==> src/rtl/adc_spi_responder.sv <==
// Slave-side model of an 8-channel 12-bit serial ADC, oversampled on iCLK.
// Optional build macro ADC_RESP_TESTPAT_EN: return {next_ch, frame counter} in place of bank data.
module adc_spi_responder #(
    parameter int SYNC_STAGES = 2
) (
    input  logic        iCLK,
    input  logic        iRST_n,
    input  logic        iCS_n,
    input  logic        iSCLK,
    input  logic        iDIN,
    output logic        oDOUT,
    input  logic        iWR_EN,
    input  logic [2:0]  iWR_CH,
    input  logic [11:0] iWR_DATA,
    output logic [2:0]  oADDR,
    output logic        oFRAME_DONE,
    output logic        oABORT
);

    typedef enum logic [1:0] {IDLE, SHIFT, TAIL} state_t;

    state_t state_q, state_d;

    logic [SYNC_STAGES-1:0] cs_sync, sclk_sync, din_sync;
    logic        cs_d, sclk_d;
    logic        cs_s, sclk_s, din_s;
    logic        cs_fall, cs_rise, sclk_rise, sclk_fall;
    logic        frame_start, frame_done, frame_abort, do_rise, do_fall;
    logic [4:0]  rise_cnt;
    logic [2:0]  addr_cap, next_ch;
    logic [15:0] shreg, snapshot;
    logic [11:0] bank [8];

    // CS_n synchronizer resets to "selected" so a frame already running at
    // reset release cannot produce a false CS_n fall; only a real fall starts.
    always_ff @(posedge iCLK or negedge iRST_n) begin
        if (!iRST_n) begin
            cs_sync   <= '0;
            sclk_sync <= '1;
            din_sync  <= '0;
            cs_d      <= 1'b0;
            sclk_d    <= 1'b1;
        end else begin
            cs_sync   <= {cs_sync[SYNC_STAGES-2:0], iCS_n};
            sclk_sync <= {sclk_sync[SYNC_STAGES-2:0], iSCLK};
            din_sync  <= {din_sync[SYNC_STAGES-2:0], iDIN};
            cs_d      <= cs_s;
            sclk_d    <= sclk_s;
        end
    end

    assign cs_s      = cs_sync[SYNC_STAGES-1];
    assign sclk_s    = sclk_sync[SYNC_STAGES-1];
    assign din_s     = din_sync[SYNC_STAGES-1];
    assign cs_fall   = cs_d & ~cs_s;
    assign cs_rise   = ~cs_d & cs_s;
    assign sclk_rise = ~sclk_d & sclk_s;
    assign sclk_fall = sclk_d & ~sclk_s;

    always_ff @(posedge iCLK or negedge iRST_n) begin
        if (!iRST_n) state_q <= IDLE;
        else         state_q <= state_d;
    end

    // TAIL: rise 16 seen; rises ignored, falls keep shifting zeros out.
    always_comb begin
        state_d     = state_q;
        frame_start = 1'b0;
        frame_done  = 1'b0;
        frame_abort = 1'b0;
        do_rise     = 1'b0;
        do_fall     = 1'b0;
        case (state_q)
            IDLE: begin
                if (cs_fall) begin
                    frame_start = 1'b1;
                    state_d     = SHIFT;
                end
            end
            SHIFT: begin
                do_rise = sclk_rise;
                do_fall = sclk_fall & ~cs_rise;
                if (sclk_rise && rise_cnt == 5'd15) begin
                    frame_done = 1'b1;
                    state_d    = cs_rise ? IDLE : TAIL;
                end else if (cs_rise) begin
                    frame_abort = 1'b1;
                    state_d     = IDLE;
                end
            end
            TAIL: begin
                do_fall = sclk_fall & ~cs_rise;
                if (cs_rise) state_d = IDLE;
            end
            default: state_d = IDLE;
        endcase
    end

`ifdef ADC_RESP_TESTPAT_EN
    logic [8:0] frame_cnt;

    always_ff @(posedge iCLK or negedge iRST_n) begin
        if (!iRST_n)         frame_cnt <= '0;
        else if (frame_done) frame_cnt <= frame_cnt + 9'd1;
    end

    assign snapshot = {4'b0, next_ch, frame_cnt};
`else
    assign snapshot = {4'b0, bank[next_ch]};
`endif

    always_ff @(posedge iCLK or negedge iRST_n) begin
        if (!iRST_n) begin
            rise_cnt    <= '0;
            addr_cap    <= '0;
            next_ch     <= '0;
            oADDR       <= '0;
            shreg       <= '0;
            oDOUT       <= 1'b0;
            oFRAME_DONE <= 1'b0;
            oABORT      <= 1'b0;
        end else begin
            oFRAME_DONE <= frame_done;
            oABORT      <= frame_abort;
            if (frame_start) begin
                rise_cnt <= '0;
                shreg    <= snapshot;
                oDOUT    <= snapshot[15];
            end else begin
                if (do_rise) begin
                    if (rise_cnt != 5'd16) rise_cnt <= rise_cnt + 5'd1;
                    case (rise_cnt)
                        5'd2:    addr_cap[2] <= din_s;
                        5'd3:    addr_cap[1] <= din_s;
                        5'd4:    addr_cap[0] <= din_s;
                        default: ;
                    endcase
                end
                if (do_fall) begin
                    shreg <= {shreg[14:0], 1'b0};
                    oDOUT <= shreg[14];
                end
                if (cs_rise) oDOUT <= 1'b0;
            end
            if (frame_done) begin
                next_ch <= addr_cap;
                oADDR   <= addr_cap;
            end
        end
    end

    // Bank read for the snapshot sees the pre-write value in a colliding cycle.
    always_ff @(posedge iCLK or negedge iRST_n) begin
        if (!iRST_n) begin
            for (int i = 0; i < 8; i++) bank[i] <= '0;
        end else if (iWR_EN) begin
            bank[iWR_CH] <= iWR_DATA;
        end
    end

endmodule

==> config.mk <==
export PLATFORM = sky130hd
export DESIGN_NAME = adc_spi_responder
export DESIGN_NICKNAME = d
export VERILOG_FILES = /design/src/rtl/adc_spi_responder.sv
export SDC_FILE = /design/constraint.sdc
export NUM_CORES = 1
export LEC_CHECK = 0
export CAP_MARGIN = 20
export CORE_MARGIN = 4
export CORE_UTILIZATION = 30
export CTS_CLUSTER_DIAMETER = 100
export DETAILED_ROUTE_END_ITERATION = 10
export PLACE_DENSITY = 0.48
export SLEW_MARGIN = 20
export SYNTH_ARGS = -nofsm -noshare
export SYNTH_HDL_FRONTEND = slang
export SYNTH_SLANG_ARGS = --single-unit
==> constraint.sdc <==
create_clock -name iCLK -period 4.8 [get_ports iCLK]
set_input_delay 0.96 -clock iCLK [delete_from_list [all_inputs] [get_ports iCLK]]
set_output_delay 0.96 -clock iCLK [all_outputs]
set_load 0.01 [all_outputs]
======== Word level (Yosys, flattened, before mapping) ========
Cells that the tools add are included.
storage, ports and cells
  logic and storage cells ................. 88
  register bits after elaboration ......... 135
  input port bits ......................... 21
  output and inout bits ................... 6
cells by class
  muxes and demuxes ....................... 28
  bitwise logic cells ..................... 13
  $add $sub $neg .......................... 1
  magnitude comparators ................... 3
  equality and inequality tests ........... 8
  reductions and logical operators ........ 12
operators by type and width
  operator                                            count
  bitwise mux 96 bit                                  1
  binary-select mux 12 bit (select 3 bit)             1
  demux 12 bit (select 3 bit)                         1
  2-to-1 mux 12 bit                                   3
  2-to-1 mux 15 bit                                   2
  2-to-1 mux 5 bit                                    3
  2-to-1 mux 1 bit                                    12
  == test 5 x 2 -> 1 bit, second input constant       2
  AND reduction 3 bit                                 3
  >= comparator 4 bit, second input constant          2
  2-to-1 mux 2 bit                                    4
  NOT 3 -> 4 bit                                      2
  NOT 1 bit                                           6
  case mux 2 bit (3 select lines)                     1
  nonzero test 2 bit                                  3
  adder 5 x 1 -> 5 bit, second input constant         1
  AND 1 bit                                           5
  == test 5 x 3 -> 1 bit, second input constant       1
  == test 5 x 4 -> 1 bit, second input constant       1
  != test 5 bit, second input constant                1
  < comparator 4 x 1 -> 1 bit, second input constant  1
  nonzero test 3 bit                                  1
  == test 2 x 1 -> 1 bit, second input constant       1
  == test 2 bit, second input constant                1
  5 further kinds                                     6

======== Depth between registers and ports, before layout ========
Gate-level depths: netlist of the first run.
  depth after elaboration ................. 8
  gate-level depth with buffers ........... 7
  gate-level depth less buffers ........... 7

======== Worst setup path after synthesis of the first run ========
OpenSTA, ideal clock, no wires.
  kind .................................... input to register
  start point ............................. input port iWR_CH[0]
  end point ............................... register bank[37] (netlist name)
  setup slack ............................. 2639 ps
  stages .................................. 4
  required time ........................... 4675 ps
  path buffers ............................ 1
  data arrival time ....................... 2036 ps
  library setup time ...................... 125 ps
  path through ............................ nand2b_1 nor3b_1 buf_2 mux2_2
on the way
  longest elaborated chain between the ends .. 6
  elaborated cells between the ends (all ways) .. 7
  classes of those cells .................. 2 x order compare; 3 x mux; 1 x bitwise; 1 x reduce/logical
ends and longest elaborated chain
  item                                                                                      line  RTL
  start, declared                                                                           13    input logic [2:0] iWR_CH,
  NOT 3 -> 4 bit (not written as such) *                                                    157   bank[iWR_CH] <= iWR_DATA;
  >= comparator 4 bit (not written as such) or < comparator 4 x 1 -> 1 bit (tied branches)  157
  logical AND 1 bit (not written as such)                                                   157
  2-to-1 mux 12 bit (not written as such)                                                   157
  demux 12 bit (select 3 bit) *                                                             157
  bitwise mux 96 bit *                                                                      157
  end signal, assigned by index                                                             157
  end, declared                                                                             32    logic [11:0] bank [8];
Every way passes the cells marked *; elsewhere a longest branch is shown, timed or not.
A chain may end at the register's enable or synchronous reset.

==> results.cfg, run 1 <==
[critical_path]
worst_path_slowest_cell = sky130_fd_sc_hd__dfrtp_1
timing.critical_path.cells = clkdlybuf4s50_1
worst_setup_path_start_kind = flip-flop
critPathArrivalTime_ns = 1.91
cp_slowest_stage_delay_ns = 0.82
criticalPathCategory = flip-flop to primary output
timing.critical_path.required_ns = 3.84
critical_path.n_buffers_inverters = 1
critical_path.endpoint_type = primary output
cp_max_fo = 14
crit_family = flip-flops

[finish]
synthToLayoutAreaGrowth_pct = 18.3
finish.instance_area_um2 = 7270
num-fill-cells = 1957
layoutNonFillerInstCount = 719
share_of_cells_above_drive_strength_1_pct = 37.6
final_cell_mix = sky130_fd_sc_hd__dfrtp_1 (132), sky130_fd_sc_hd__mux2_2 (114), sky130_fd_sc_hd__clkdlybuf4s50_1 (25), sky130_fd_sc_hd__mux4_1 (19), sky130_fd_sc_hd__clkbuf_16 (17)
antenna_cells = 0
layout_commonest_cell = sky130_fd_sc_hd__dfrtp_1
num-nets-final = 465

[die]
initial_core_util_pct = 30.5
fp.dieW_um = 151
coreArea_um2 = 20200
io_pins = 27
die_area_um2 = 22900
die_h_um = 151
rows = 52

[sta]
hold_viol = 0
max_slew.worst_pin.slew_ns = 0.997
clock.fmax_ghz = 0.348
final_sum_of_negative_setup_slack_ns = 0
timing.final.max_slew_violations = 0
skew_ns = 0.00801
post_route_hold_slack_ns = 0.351
slew-limit-headroom_pct = 33.4
period_minus_slack_ns = 2.87
setup_violations = 0
rsz0062_at_grt = false
timing.final.crit_share_pct = 59.8

[yosys]
yosysWarnings = 0
synth.cell_area_um2 = 6150
synth_seq_cells = 135
synth_top_family_by_area = multiplexers
synth-simple-area-share_pct = 5.25
yosys-top-cells-area = sky130_fd_sc_hd__dfrtp_1 (54%), sky130_fd_sc_hd__mux2_2 (21%), sky130_fd_sc_hd__mux4_1 (8.1%)
yosysSeqAreaShare_pct = 55.0
xor_xnor_fraction_of_synth_area_pct = 0.427
average_size_of_a_mapped_cell_um2 = 15.2
synthCells = 405
synth-edff-count = 0
synthFlopType = sky130_fd_sc_hd__dfrtp_1
netlist.top_cell.by_area = sky130_fd_sc_hd__dfrtp_1
synth_top_area_share_pct = 53.7
netlist-cell-type-count = 39
synth_compound_gate_area_share_pct = 1.83
synth.mux.area_fraction_pct = 33.4
postSynthNetCount = 434
synth-async-reset-ratio_pct = 100
synthAdderAreaFrac_pct = 1.63

[pwr]
power.ir.vdd_worst_mv = 0.216
power.combinational.fraction_pct = 16.3
clkPwrFrac_pct = 37.7
swShare_pct = 26.6
pwr-share-seq_pct = 46.0
powerDensity_nw_per_um2 = 456
static-leakage-power_nw = 3.03
p_sw_mw = 0.881
p_int_mw = 2.44

[clock_tree]
clk_root_buffer_cell = sky130_fd_sc_hd__clkbuf_16
cts-hold-fix-buffers = 0
worst_skew_pair.late_latency_ns = 0.41
cts_buffer_depth = 2
cts_tree = done
post_cts_resized = 0
cts.htree.levels = 4
cts_sinks = 135
cts_setup_buffers = 0
cts.clk_slew.worst_paths_ns = 0.06
cts_buffers = 17

[global_route]
number_of_antenna_violations_at_the_first_check_in_global_routing = 0
grt_pass1_wl_mm = 20.5
vias_in_the_first_global_route = 3706
sum_of_overflow_across_all_layers_after_global_routing = 0
grt_max_degree = 83
groute.usage.overall_pct = 11.9

[routing]
remaining_drc_errors = 0
drt_first_pass_iters = 4
vias_per_cell = 4.73
detail_route.wl_per_cell_um = 17.1
drt_wl_total_mm = 12.3
initialDrtViolationCount = 132
via_count = 3403
ant_nets = 0

[place]
place_hpwl_mm = 7.88
placed_area_um2 = 6710
io_buffers = 26
place.detailed.instances = 687
final_weighted_congestion_in_routability_driven_placement = 0.714

[status]
status = completed

[worst_hold_path]
hold_class = flip-flop to flip-flop

[job]
drv_cap = 0
-- cell type report --
type / instances / area (um2) / share of cell area (%)
inverters: 6 / 22.5 / 0.310
well taps: 270 / 338 / 4.64
clock inverters: 15 / 143 / 1.96
clock buffers: 17 / 425 / 5.85
flip-flops and latches: 135 / 3380 / 46.5
multi-input cells: 243 / 2650 / 36.4
repair buffers: 33 / 314 / 4.32
-- routing by layer --
metal / GRT usage [%] / up-vias / part of all wire (%)
met5: 0 / - / 0
met4: 3.72 / 0 / 1.1
met3: 2.99 / 9 / 2.7
met2: 18.8 / 37 / 49
met1: 16.2 / 1781 / 48
li1: - / 1576 / -
-- cells in the mapped netlist, types with 5 or more instances --
cell type                  instances
sky130_fd_sc_hd__dfrtp_1         132
sky130_fd_sc_hd__mux2_2          114
sky130_fd_sc_hd__mux4_1           19
sky130_fd_sc_hd__mux2i_1          16
sky130_fd_sc_hd__nand2_1          16
sky130_fd_sc_hd__o21ai_1          12
sky130_fd_sc_hd__buf_2            10
sky130_fd_sc_hd__nor2_1           10
sky130_fd_sc_hd__ha_1              8
sky130_fd_sc_hd__inv_1             6
sky130_fd_sc_hd__clkbuf_1          5
sky130_fd_sc_hd__mux4_2            5
sky130_fd_sc_hd__nand3b_1          5
-- sequential cells by signal, summed over array words and instances (netlist names) --
signal	flops
sclk_d	1
oABORT	1
next_ch	3
cs_d	1
rise_cnt	5
state_q	2
oFRAME_DONE	1
din_sync	2
addr_cap	3
oDOUT	1
shreg	15
sclk_sync	2
cs_sync	2
bank	96
-- kinds of logic (layout without fill, tap and decap cells) --
group / count (synthesis) / count (layout)
AO/OA/AOI/OAI: 20 / 20
buffers and inverters: 27 / 71
XOR/XNOR: 3 / 3
flip-flops: 135 / 135
multiplexers: 154 / 154
adder cells (fa/ha/maj): 8 / 8
AND/OR/NAND/NOR: 58 / 58
-- final timing paths --
| kind | startpoint | slack (ns) | cells after the start | endpoint |
|---|---|---|---|---|
| setup / recovery | next_ch[0] | 1.93 | 1 | oADDR[0] |
| hold / removal | din_sync[0] | 0.35 | 0 | din_sync[1] |
| setup reg to reg | state_q[0] | 2.66 | 6 | shreg[10] |
| hold reg to reg | din_sync[0] | 0.35 | 0 | din_sync[1] |
| max in group asynchronous | iRST_n | 3.24 | 2 | sclk_d |
| min in group asynchronous | iRST_n | 0.58 | 1 | bank[1] |
-- per-stage QoR --
step | total power, mW | setup slack [ns] | utilization (%)
floorplan | 1.92 | 2.64 | -
global placement | 2.07 | 1.38 | 33.2
detailed placement | 2.10 | 1.47 | 33.3
CTS | 3.37 | 1.87 | 36.1
global route | 3.52 | 1.81 | 36.1
finish | 3.32 | 1.93 | 36.1
-- power groups by stage --
stage | combinational (mW) | sequential, mW | clock [mW]
after floorplan | 0.417 | 1.50 | 0
after global placement | 0.530 | 1.54 | 0
after detailed placement | 0.551 | 1.55 | 0
after CTS | 0.554 | 1.53 | 1.29
after global routing | 0.614 | 1.56 | 1.35
final | 0.542 | 1.52 | 1.25
(Power assumes the default switching activity.)
==> run 2: changes to the inputs <==
- clock period: 4.8 -> 2.89 ns (I/O delays scaled with it)
==> run 2 against run 1 <==
Sequential power increased by 67%. Clock skew grew 0.0026 ns. Sequential share of layout area fell by 0.64 points. First-iteration DRC count increased by 3.0%. Cell area grew 1.4%. Via count grew 1.6%. Total power is 67% higher. Flip-flop and latch count did not move. Global-route usage up 0.52 points.
==> results.cfg, run 2 (synthesis gave the netlist of run 1 again) <==
[routing]
initialDrtViolationCount = 136
drt_wl_total_mm = 13.2
drt_first_pass_iters = 4
via_count = 3457
vias_per_cell = 4.75
detail_route.wl_per_cell_um = 18.1
ant_nets = 0
remaining_drc_errors = 0

[critical_path]
crit_family = buffers and inverters
timing.critical_path.cells = buf_4 > clkdlybuf4s50_1
worst_setup_path_start_kind = flip-flop
worst_r2r_end = shreg[11]
cp_max_fo = 26
worst_path_slowest_cell = sky130_fd_sc_hd__clkdlybuf4s50_1
critical_path.endpoint_type = primary output
regToRegStartpoint = next_ch[1]
timing.critical_path.required_ns = 2.31
cp_slowest_stage_delay_ns = 0.63
worst-r2r-setup-slack_ns = 0.91
critPathArrivalTime_ns = 1.79
reg2reg_depth = 5
critical_path.n_buffers_inverters = 2
criticalPathCategory = flip-flop to primary output

[die]
rows = 52
die_h_um = 151
fp.dieW_um = 151
die_area_um2 = 22900
coreArea_um2 = 20200
io_pins = 27
initial_core_util_pct = 30.5

[clock_tree]
cts_sinks = 135
worst_skew_pair.late_latency_ns = 0.42
cts.clk_slew.worst_paths_ns = 0.06
cts_setup_buffers = 0
cts_buffers = 17
cts_tree = done
cts-hold-fix-buffers = 0
cts_buffer_depth = 2
post_cts_resized = 0
clk_root_buffer_cell = sky130_fd_sc_hd__clkbuf_16
cts.htree.levels = 4

[finish]
layout_commonest_cell = sky130_fd_sc_hd__dfrtp_1
top_flop_regs = bank x96, shreg x15, rise_cnt x5
largest_register_ffs = 96
share_of_cells_above_drive_strength_1_pct = 38.6
largest_register = bank
antenna_cells = 0
final_cell_mix = sky130_fd_sc_hd__dfrtp_1 (132), sky130_fd_sc_hd__mux2_2 (114), sky130_fd_sc_hd__clkdlybuf4s50_1 (25), sky130_fd_sc_hd__mux4_1 (19), sky130_fd_sc_hd__clkbuf_16 (17)
num-nets-final = 474
synthToLayoutAreaGrowth_pct = 19.9

[sta]
rsz0062_at_grt = false
hold_viol = 0
timing.final.max_slew_violations = 0
setup_violations = 0
timing.final.crit_share_pct = 82.0
final_sum_of_negative_setup_slack_ns = 0
slew-limit-headroom_pct = 67.2
period_minus_slack_ns = 2.37
post_route_hold_slack_ns = 0.0633
skew_ns = 0.0106
max_slew.worst_pin.slew_ns = 0.492
clock.fmax_ghz = 0.422

[pwr]
power.ir.vdd_worst_mv = 0.459
static-leakage-power_nw = 3.08
p_int_mw = 4.07
power.combinational.fraction_pct = 16.6
swShare_pct = 26.4
pwr-share-seq_pct = 46.0
powerDensity_nw_per_um2 = 749
clkPwrFrac_pct = 37.4
fin_total_pwr_mw = 5.52
p_sw_mw = 1.46

[place]
place_hpwl_mm = 8.58
io_buffers = 26
final_weighted_congestion_in_routability_driven_placement = 0.722

[worst_hold_path]
hold_class = input pin to asynchronous set/reset pin

[status]
status = completed

[global_route]
vias_in_the_first_global_route = 3809
number_of_antenna_violations_at_the_first_check_in_global_routing = 0
grt_max_degree = 66
sum_of_overflow_across_all_layers_after_global_routing = 0
groute.usage.overall_pct = 12.4
grt_pass1_wl_mm = 21.3

[job]
drv_cap = 0
## run 2: area by class of cell
type / instances / area, um2
clock buffer: 19 / 443
tap: 270 / 338
inverter: 6 / 22.5
sequential: 135 / 3380
fill: 1980 / 12800
clock inverter: 13 / 121
multi-input combinational: 243 / 2640
timing repair buffer: 42 / 432
## run 2: through the flow
| step | instance area [um2] | setup slack (ns) | cells | utilization, % |
|---|---|---|---|---|
| global placement | 6810 | 0.606 | 696 | 33.8 |
| floorplan | 6150 | 1.11 | 405 | - |
| CTS | 7380 | 0.474 | 728 | 36.6 |
| global route | 7380 | 0.422 | 728 | 36.6 |
| finish | 7380 | 0.520 | 728 | 36.6 |
| detailed placement | 6810 | 0.556 | 696 | 33.8 |
## run 2: layer usage
layer  wire length (um)  part of all wire, %  track usage (%)
met1               6320                   48             16.9
met4                170                  1.3             3.81
met5                  0                    0                0
met3                328                  2.5             3.14
met2               6370                   48             19.6
## run 2: power by group through the flow
stage | Sequential [mW] | Combinational (mW) | Clock, mW
2_1_floorplan | 2.50 | 0.693 | 0
3_3_place_gp | 2.56 | 0.901 | 0
3_5_place_dp | 2.58 | 0.931 | 0
4_1_cts | 2.55 | 0.937 | 2.13
5_1_grt | 2.59 | 1.02 | 2.21
6_report | 2.54 | 0.917 | 2.07
## run 2: how the worst max path moves through the flow
stage	from	end	slack [ns]	cells after the start
2_1_floorplan	iWR_CH[0]	bank[37]	1.11	4
3_3_place_gp	iWR_EN	bank[41]	0.61	5
3_5_place_dp	iWR_EN	bank[44]	0.56	5
4_1_cts	next_ch[1]	oADDR[1]	0.47	2
5_1_grt	next_ch[1]	oADDR[1]	0.42	2
6_report	next_ch[1]	oADDR[1]	0.52	2
